$ cat config.mk
export PLATFORM = sky130hd
export DESIGN_NAME = regfile_operand_reader
export DESIGN_NICKNAME = d
export VERILOG_FILES = /design/src/rtl/cpu_regfile_pkg.sv /design/src/rtl/regfile_bypass_lane.sv /design/src/rtl/regfile_operand_reader.sv
export SDC_FILE = /design/constraint.sdc
export NUM_CORES = 1
export LEC_CHECK = 0
export CORE_ASPECT_RATIO = 0.75
export CORE_UTILIZATION = 38
export DETAILED_ROUTE_END_ITERATION = 7
export GPL_TIMING_DRIVEN = 0
export PLACE_DENSITY = 0.8
export SLEW_MARGIN = 40
export SYNTH_ARGS = -nofsm -noshare
export SYNTH_HDL_FRONTEND = slang
export SYNTH_HIERARCHICAL = 1
export SYNTH_SLANG_ARGS = --single-unit
$ cat constraint.sdc
create_clock -name clock -period 2.3 [get_ports clock]
set_input_delay 0.46 -clock clock [delete_from_list [all_inputs] [get_ports clock]]
set_output_delay 0.46 -clock clock [all_outputs]
set_load 0.01 [all_outputs]
$ cat src/rtl/cpu_regfile_pkg.sv
// rtl/cpu_regfile_pkg.sv - shared register file widths, types and constants
package cpu_regfile_pkg;

  localparam int REG_ADDR_W = 3;
  localparam int REG_DATA_W = 16;

  typedef logic [REG_ADDR_W-1:0] reg_addr_t;
  typedef logic [REG_DATA_W-1:0] reg_data_t;

  localparam reg_addr_t ZERO_REG = '0;

  // True when a write to this register must be visible to a reader.
  function automatic logic is_writable(input reg_addr_t addr);
    return addr != ZERO_REG;
  endfunction

endpackage

$ cat src/rtl/regfile_bypass_lane.sv
// rtl/regfile_bypass_lane.sv - one operand lane: held address, write forward, zero mux
module regfile_bypass_lane
  import cpu_regfile_pkg::*;
#(
  parameter int ADDR_WIDTH = REG_ADDR_W,
  parameter int DATA_WIDTH = REG_DATA_W
) (
  input  logic                  clock,
  input  logic                  reset,
  input  logic                  accept,
  input  logic [ADDR_WIDTH-1:0] req_addr,
  input  logic                  wr_en,
  input  logic [ADDR_WIDTH-1:0] wr_addr,
  input  logic [DATA_WIDTH-1:0] wr_data,
  output logic [ADDR_WIDTH-1:0] mem_rdaddress,
  input  logic [DATA_WIDTH-1:0] mem_q,
  output logic [DATA_WIDTH-1:0] rsp
);

  logic [ADDR_WIDTH-1:0] addr_q;
  logic                  fwd_q;
  logic [DATA_WIDTH-1:0] fwd_data_q;
  logic                  wr_hit;

  // The RAM is always pointed at something: the new address on accept,
  // otherwise the held one, so a stalled operand keeps tracking the RAM.
  assign mem_rdaddress = accept ? req_addr : addr_q;

  // RAM returns old data on read-during-write; capture the write instead.
  assign wr_hit = wr_en && (wr_addr == mem_rdaddress) && (mem_rdaddress != '0);

  always_ff @(posedge clock) begin
    if (reset) begin
      addr_q     <= '0;
      fwd_q      <= 1'b0;
      fwd_data_q <= '0;
    end else begin
      if (accept) begin
        addr_q <= req_addr;
      end
      fwd_q      <= wr_hit;
      fwd_data_q <= wr_data;
    end
  end

  always_comb begin
    rsp = mem_q;
    if (addr_q == '0) begin
      rsp = '0;
    end else if (fwd_q) begin
      rsp = fwd_data_q;
    end
  end

endmodule

$ cat src/rtl/regfile_operand_reader.sv
// rtl/regfile_operand_reader.sv - two-operand read controller for the 1W/1R register file RAMs
module regfile_operand_reader
  import cpu_regfile_pkg::*;
#(
  parameter int ADDR_WIDTH = REG_ADDR_W,
  parameter int DATA_WIDTH = REG_DATA_W
) (
  input  logic                  clock,
  input  logic                  reset,
  input  logic                  flush,
  input  logic                  req_valid,
  output logic                  req_ready,
  input  logic [ADDR_WIDTH-1:0] req_ra,
  input  logic [ADDR_WIDTH-1:0] req_rb,
  input  logic                  wr_en,
  input  logic [ADDR_WIDTH-1:0] wr_addr,
  input  logic [DATA_WIDTH-1:0] wr_data,
  output logic [ADDR_WIDTH-1:0] mem_rdaddress_a,
  output logic [ADDR_WIDTH-1:0] mem_rdaddress_b,
  input  logic [DATA_WIDTH-1:0] mem_q_a,
  input  logic [DATA_WIDTH-1:0] mem_q_b,
  output logic                  rsp_valid,
  input  logic                  rsp_ready,
  output logic [DATA_WIDTH-1:0] rsp_a,
  output logic [DATA_WIDTH-1:0] rsp_b
);

  logic accept;

  // Single-entry slot: refill in the same cycle the consumer drains it.
  assign req_ready = !flush && (!rsp_valid || rsp_ready);
  assign accept    = req_valid && req_ready;

  always_ff @(posedge clock) begin
    if (reset) begin
      rsp_valid <= 1'b0;
    end else if (flush) begin
      rsp_valid <= 1'b0;
    end else if (accept) begin
      rsp_valid <= 1'b1;
    end else if (rsp_ready) begin
      rsp_valid <= 1'b0;
    end
  end

  regfile_bypass_lane #(
    .ADDR_WIDTH (ADDR_WIDTH),
    .DATA_WIDTH (DATA_WIDTH)
  ) u_lane_a (
    .clock         (clock),
    .reset         (reset),
    .accept        (accept),
    .req_addr      (req_ra),
    .wr_en         (wr_en),
    .wr_addr       (wr_addr),
    .wr_data       (wr_data),
    .mem_rdaddress (mem_rdaddress_a),
    .mem_q         (mem_q_a),
    .rsp           (rsp_a)
  );

  regfile_bypass_lane #(
    .ADDR_WIDTH (ADDR_WIDTH),
    .DATA_WIDTH (DATA_WIDTH)
  ) u_lane_b (
    .clock         (clock),
    .reset         (reset),
    .accept        (accept),
    .req_addr      (req_rb),
    .wr_en         (wr_en),
    .wr_addr       (wr_addr),
    .wr_data       (wr_data),
    .mem_rdaddress (mem_rdaddress_b),
    .mem_q         (mem_q_b),
    .rsp           (rsp_b)
  );

endmodule

== Word-level counts from Yosys, hierarchy flattened ==
Cells that the tools add are included.

* Equal/unequal tests: 2
* Mux-type cells: 8
* Reductions and logical operators: 15

{| class="wikitable"
|+ Operator list
! cell !! number
|-
| 16-bit two-way mux || 4
|-
| 3-bit == test || 2
|-
| 1-bit logical AND || 6
|-
| 3-bit zero test || 2
|-
| 3-bit two-way mux || 2
|-
| 3-bit nonzero test || 2
|-
| 1-bit zero test || 2
|-
| 1-bit two-way mux || 2
|-
| 2-bit nonzero test || 1
|-
| 2-bit OR reduction || 1
|-
| 1-bit logical OR || 1
|}

* Bits in registers: 25
* Bits of input ports: 63
* Output and inout port bits: 40
* Word-level logic and storage cells: 31

== Depth between registers and ports, before layout ==
* Depth in word-level cells: 8
* Gate-level depth with buffers: 6
* Gate-level depth less buffers: 6

== By module ==
Netlist, hierarchy kept.

{| class="wikitable"
|+ Modules (own cells, without submodules)
! module !! instances !! cells each !! area an instance (sq um) !! seq. area each (sq um)
|-
| regfile_bypass_lane || 2 || 90 || 865.8 || 400.4
|-
| regfile_operand_reader || 1 || 6 || 61.3 || 20.0
|}

== Least setup slack after synthesis ==
No wires, ideal clock.

* Path kind: input to register
* From: in rsp_ready
* To: reg u_lane_a.fwd_q
* Library setup time: 66 ps
* Data arrival time: 1835 ps
* Required time: 2234 ps
* Path slack: 399 ps
* Stages: 5
* Cells stage by stage: nor2b_4 -> nor3b_2 -> mux2_2 -> or3_1 -> a21oi_2

* Longest elaborated chain between the ends: 7
* Elaborated cells between the ends (all ways): 8
* Those cells by class: eq/ne: 1; mux: 1; reduce/logical: 6

{| class="wikitable"
|+ Ends and longest elaborated chain
! element !! RTL line !! RTL
|-
| from (decl) || regfile_operand_reader.sv:23 || <nowiki>input logic rsp_ready,</nowiki>
|-
| 1-bit logical OR (*) || regfile_operand_reader.sv:31 || <nowiki>assign req_ready = !flush && (!rsp_valid || rsp_ready);</nowiki>
|-
| 1-bit logical AND (*) || regfile_operand_reader.sv:31 ||
|-
| 1-bit logical AND (*) || regfile_operand_reader.sv:32 || <nowiki>assign accept = req_valid && req_ready;</nowiki>
|-
| net accept || regfile_operand_reader.sv:28 || <nowiki>logic accept;</nowiki>
|-
| 3-bit two-way mux (*) || n/a ||
|-
| net mem_rdaddress_a[0] || regfile_operand_reader.sv:18 || <nowiki>output logic [ADDR_WIDTH-1:0] mem_rdaddress_a,</nowiki>
|-
| 3-bit == test || regfile_bypass_lane.sv:30 || <nowiki>assign wr_hit = wr_en && (wr_addr == mem_rdaddress) && (mem_rdaddress != '0);</nowiki>
|-
| 1-bit logical AND || regfile_bypass_lane.sv:30 ||
|-
| 1-bit logical AND (*) || regfile_bypass_lane.sv:30 ||
|-
| to (signal assigned) || regfile_bypass_lane.sv:41 || <nowiki>fwd_q <= wr_hit;</nowiki>
|-
| to (decl) || regfile_bypass_lane.sv:21 || <nowiki>logic fwd_q;</nowiki>
|}

The timed path passes the listed nets; every way through them passes the cells marked *.
A chain may end at the register's enable or synchronous reset.

== Worst setup path after layout ==
* From: reg u_lane_b.fwd_q
* To: out rsp_b[8]

* Longest elaborated chain between the ends: 2

{| class="wikitable"
|+ Ends and longest elaborated chain
! element !! RTL line !! RTL
|-
| from (decl) || regfile_bypass_lane.sv:21 ||
|-
| from (signal assigned) || regfile_bypass_lane.sv:41 ||
|-
| 16-bit two-way mux || regfile_bypass_lane.sv:50 || <nowiki>end else if (fwd_q) begin</nowiki>
|-
| 16-bit two-way mux || regfile_bypass_lane.sv:48 || <nowiki>if (addr_q == '0) begin</nowiki>
|-
| to (decl) || regfile_operand_reader.sv:25 || <nowiki>output logic [DATA_WIDTH-1:0] rsp_b</nowiki>
|}

No other way between the ends.

==> impl_metrics.yaml <==
cells_and_area:
  mostFrequentLayoutCell: "clkdlybuf4s50_1"
  stdcell_count: 365
  syn_to_final_growth_pct: 77.9
  final_layout_size_suffix_gt1_share_pct: 13.0
  final_cell_mix: "clkdlybuf4s50_1 (93), dfxtp_1 (41), nor2_1 (38)"
  nets: 371
  fillers: 354
  antenna_cells: 0
  final_util_pct: 71.0
clock_tree:
  numCtsBuffers: 5
  cts.clk_slew.worst_paths_ps: 70
  cts_sinks: 41
  postCtsHoldBufs: 0
  cts_tree: "yes"
  cts_root_buf: "clkbuf_8"
  clock_latency_ps: 290
  clock_path_buffers: 2
  htreeDepth: 2
placement:
  detailed_place_hpwl_um: 3640
  routabilityCongestion: 0.729
  dp.cells: 345
  dp_slack_ps: -657
  portBuffers: 102
logic_synthesis:
  ys_ff_latch: 41
  yosys_warnings: 6
  synthCells: 186
  netlist_area_sq_um: 1790
  syn_area_per_cell_sq_um: 9.64
  syn_nets: 249
  synth_cell_types: 18
  seq_area_frac_synth_pct: 45.8
setup_path:
  critical-path-top-delay-family: "buffers and inverters"
  setup.worst_path.start_class: "flop"
  cp-startpoint: "u_lane_b/fwd_q$_SDFF_PP0_"
  arrival_ps: 1730
  crit_buf_inv: 3
  worstPathRequired_ps: 1840
  crit_path_end_kind: "primary output"
  rr_startpoint: "rsp_valid$_SDFFE_PP0P_"
  slowest_stage: "clkdlybuf4s50_1"
  cp_max_fo: 10
  slowest_delay_ps: 470
  path_cells: "clkbuf_4 -> buf_8 -> mux2i_1 -> nor2_1 -> clkdlybuf4s50_1"
  path_class: "flop to primary output"
sta:
  rsz0062_at_grt: "no"
  final.setup.worst_slack_ps: 110
  worst_pin_slew_ps: 530
  hold_violations: 0
  fmax_mhz: 457
  post-route-period-util_pct: 95.2
  min_period_ps: 2190
  setup_viol: 0
  holdWs_ps: 534
  skew_ps: 2.76
  maxSlewViolCount: 0
  relSlewSlack_pct: 64.7
pwr:
  leakage_uw: 0.00122
  p_total_uw: 1670
  vdd_drop_max_mv: 0.249
  power_density_nw_per_um2: 523
floorplan:
  fp-row-count: 21
  ioPinCount: 103
  initial_utilization_pct: 39.9
  die_x_um: 81.3
  die_y_um: 61.5
  die_area_sq_um: 5000
  fp.coreArea_sq_um: 4490
global_route:
  grt_pass1_vias: 1569
  grt_use_total_pct: 21.2
  grt_max_degree: 12
  overflow: 0
  antenna_found_initial: 0
  grt_first_pass_wirelength_um: 7460
routing:
  antenna_left: 0
  vias: 1669
  drc: 0
  wl_per_cell_um: 13.5
  via_per_inst: 4.57
  dr.pass1.iters: 4
  wirelength_um: 4940
  drt_first_iter_violations: 36
run_status:
  outcome: "finished, final reports clean"
run:
  max_cap_viol_count: 0
hold_path:
  hold_start: "req_valid"
  worstHoldPathType: "input pin to flop"
layer usage:
layer | track usage (%) | routed length, um | up-vias
met5 | 0 | 0 | -
met2 | 37.0 | 2390 | 49
met1 | 25.4 | 2200 | 764
met3 | 5.33 | 291 | 7
li1 | - | - | 849
met4 | 8.42 | 61 | 0
cells in the mapped netlist, drive strengths merged:
cell type | count | share of area (%)
nor3 | 2 | 0.56
nand3 | 2 | 0.56
nor2b | 37 | 13
o21a | 1 | 0.42
clkbuf | 4 | 0.84
xor2 | 4 | 2.0
buf | 6 | 1.7
mux2i | 38 | 22
nor2 | 38 | 8.0
a21oi | 2 | 0.98
nor3b | 1 | 0.70
mux2 | 2 | 1.3
dfxtp | 41 | 46
nand3b | 2 | 0.84
or3 | 2 | 0.70
inv | 4 | 0.84
worst reg2reg max path: stages (launching register included):
cell,delay (ps)
dfxtp_1,310
nor2b_4,130
nor3b_4,220
buf_12,160
buf_12,110
mux2_4,300
buf_4,140
or3_1,350
a21oi_2,130
area by class of cell:
type	instances	area, sq um	share of cell area [%]
well taps	57	71.3	2.24
plain buffers	10	75.1	2.35
clock buffers	7	86.3	2.71
flip-flops and latches	41	821	25.7
repair buffers	115	1130	35.5
multi-input cells	131	991	31.1
inverters	4	15.0	0.471
path summary, 6_finish.rpt:
| check | to | slack [ps] | cells after the start |
|---|---|---|---|
| setup / recovery | rsp_b[8] | 110 | 5 |
| hold / removal | rsp_valid$_SDFFE_PP0P_ | 530 | 2 |
| setup reg to reg | u_lane_a/fwd_q$_SDFF_PP0_ | 390 | 8 |
| hold reg to reg | rsp_valid$_SDFFE_PP0P_ | 640 | 2 |
through the flow:
step / cell area (sq um) / TNS [ps]
after floorplan: 1790 / 0
after global placement: 2890 / -7460
after detailed placement: 2890 / -5000
after CTS: 3150 / 0
after global routing: 3190 / 0
final: 3190 / 0
state kept, by name, indices dropped and copies added (netlist names):
register / cells
u_lane_b/fwd_q: 1
u_lane_a/fwd_data_q: 16
rsp_valid: 1
u_lane_a/fwd_q: 1
u_lane_b/addr_q: 3
u_lane_b/fwd_data_q: 16
u_lane_a/addr_q: 3
timing repair:
| item | in CTS | in global routing |
|---|---|---|
| gates resized for setup | 40 | 5 |
| buffers inserted | 9 | 4 |
| setup endpoints to repair | 32 | 20 |
| pin swaps | 2 | 1 |
cells by family (layout without fill, tap and decap cells):
logic type / count (synthesis) / count (layout) / share of synthesized area [%]
mux: 40 / 40 / 22.9
simple gates: 84 / 84 / 24.6
xor+xnor: 4 / 4 / 1.95
compound gates: 3 / 3 / 1.40
flops: 41 / 41 / 45.8
buf+inv: 14 / 136 / 3.35
where the power goes:
group          switching (uW)  internal [uW]
registers                16.9            746
clock network             222            238
logic                     166            280
No activity file was read; power rests on OpenSTA's default activity.
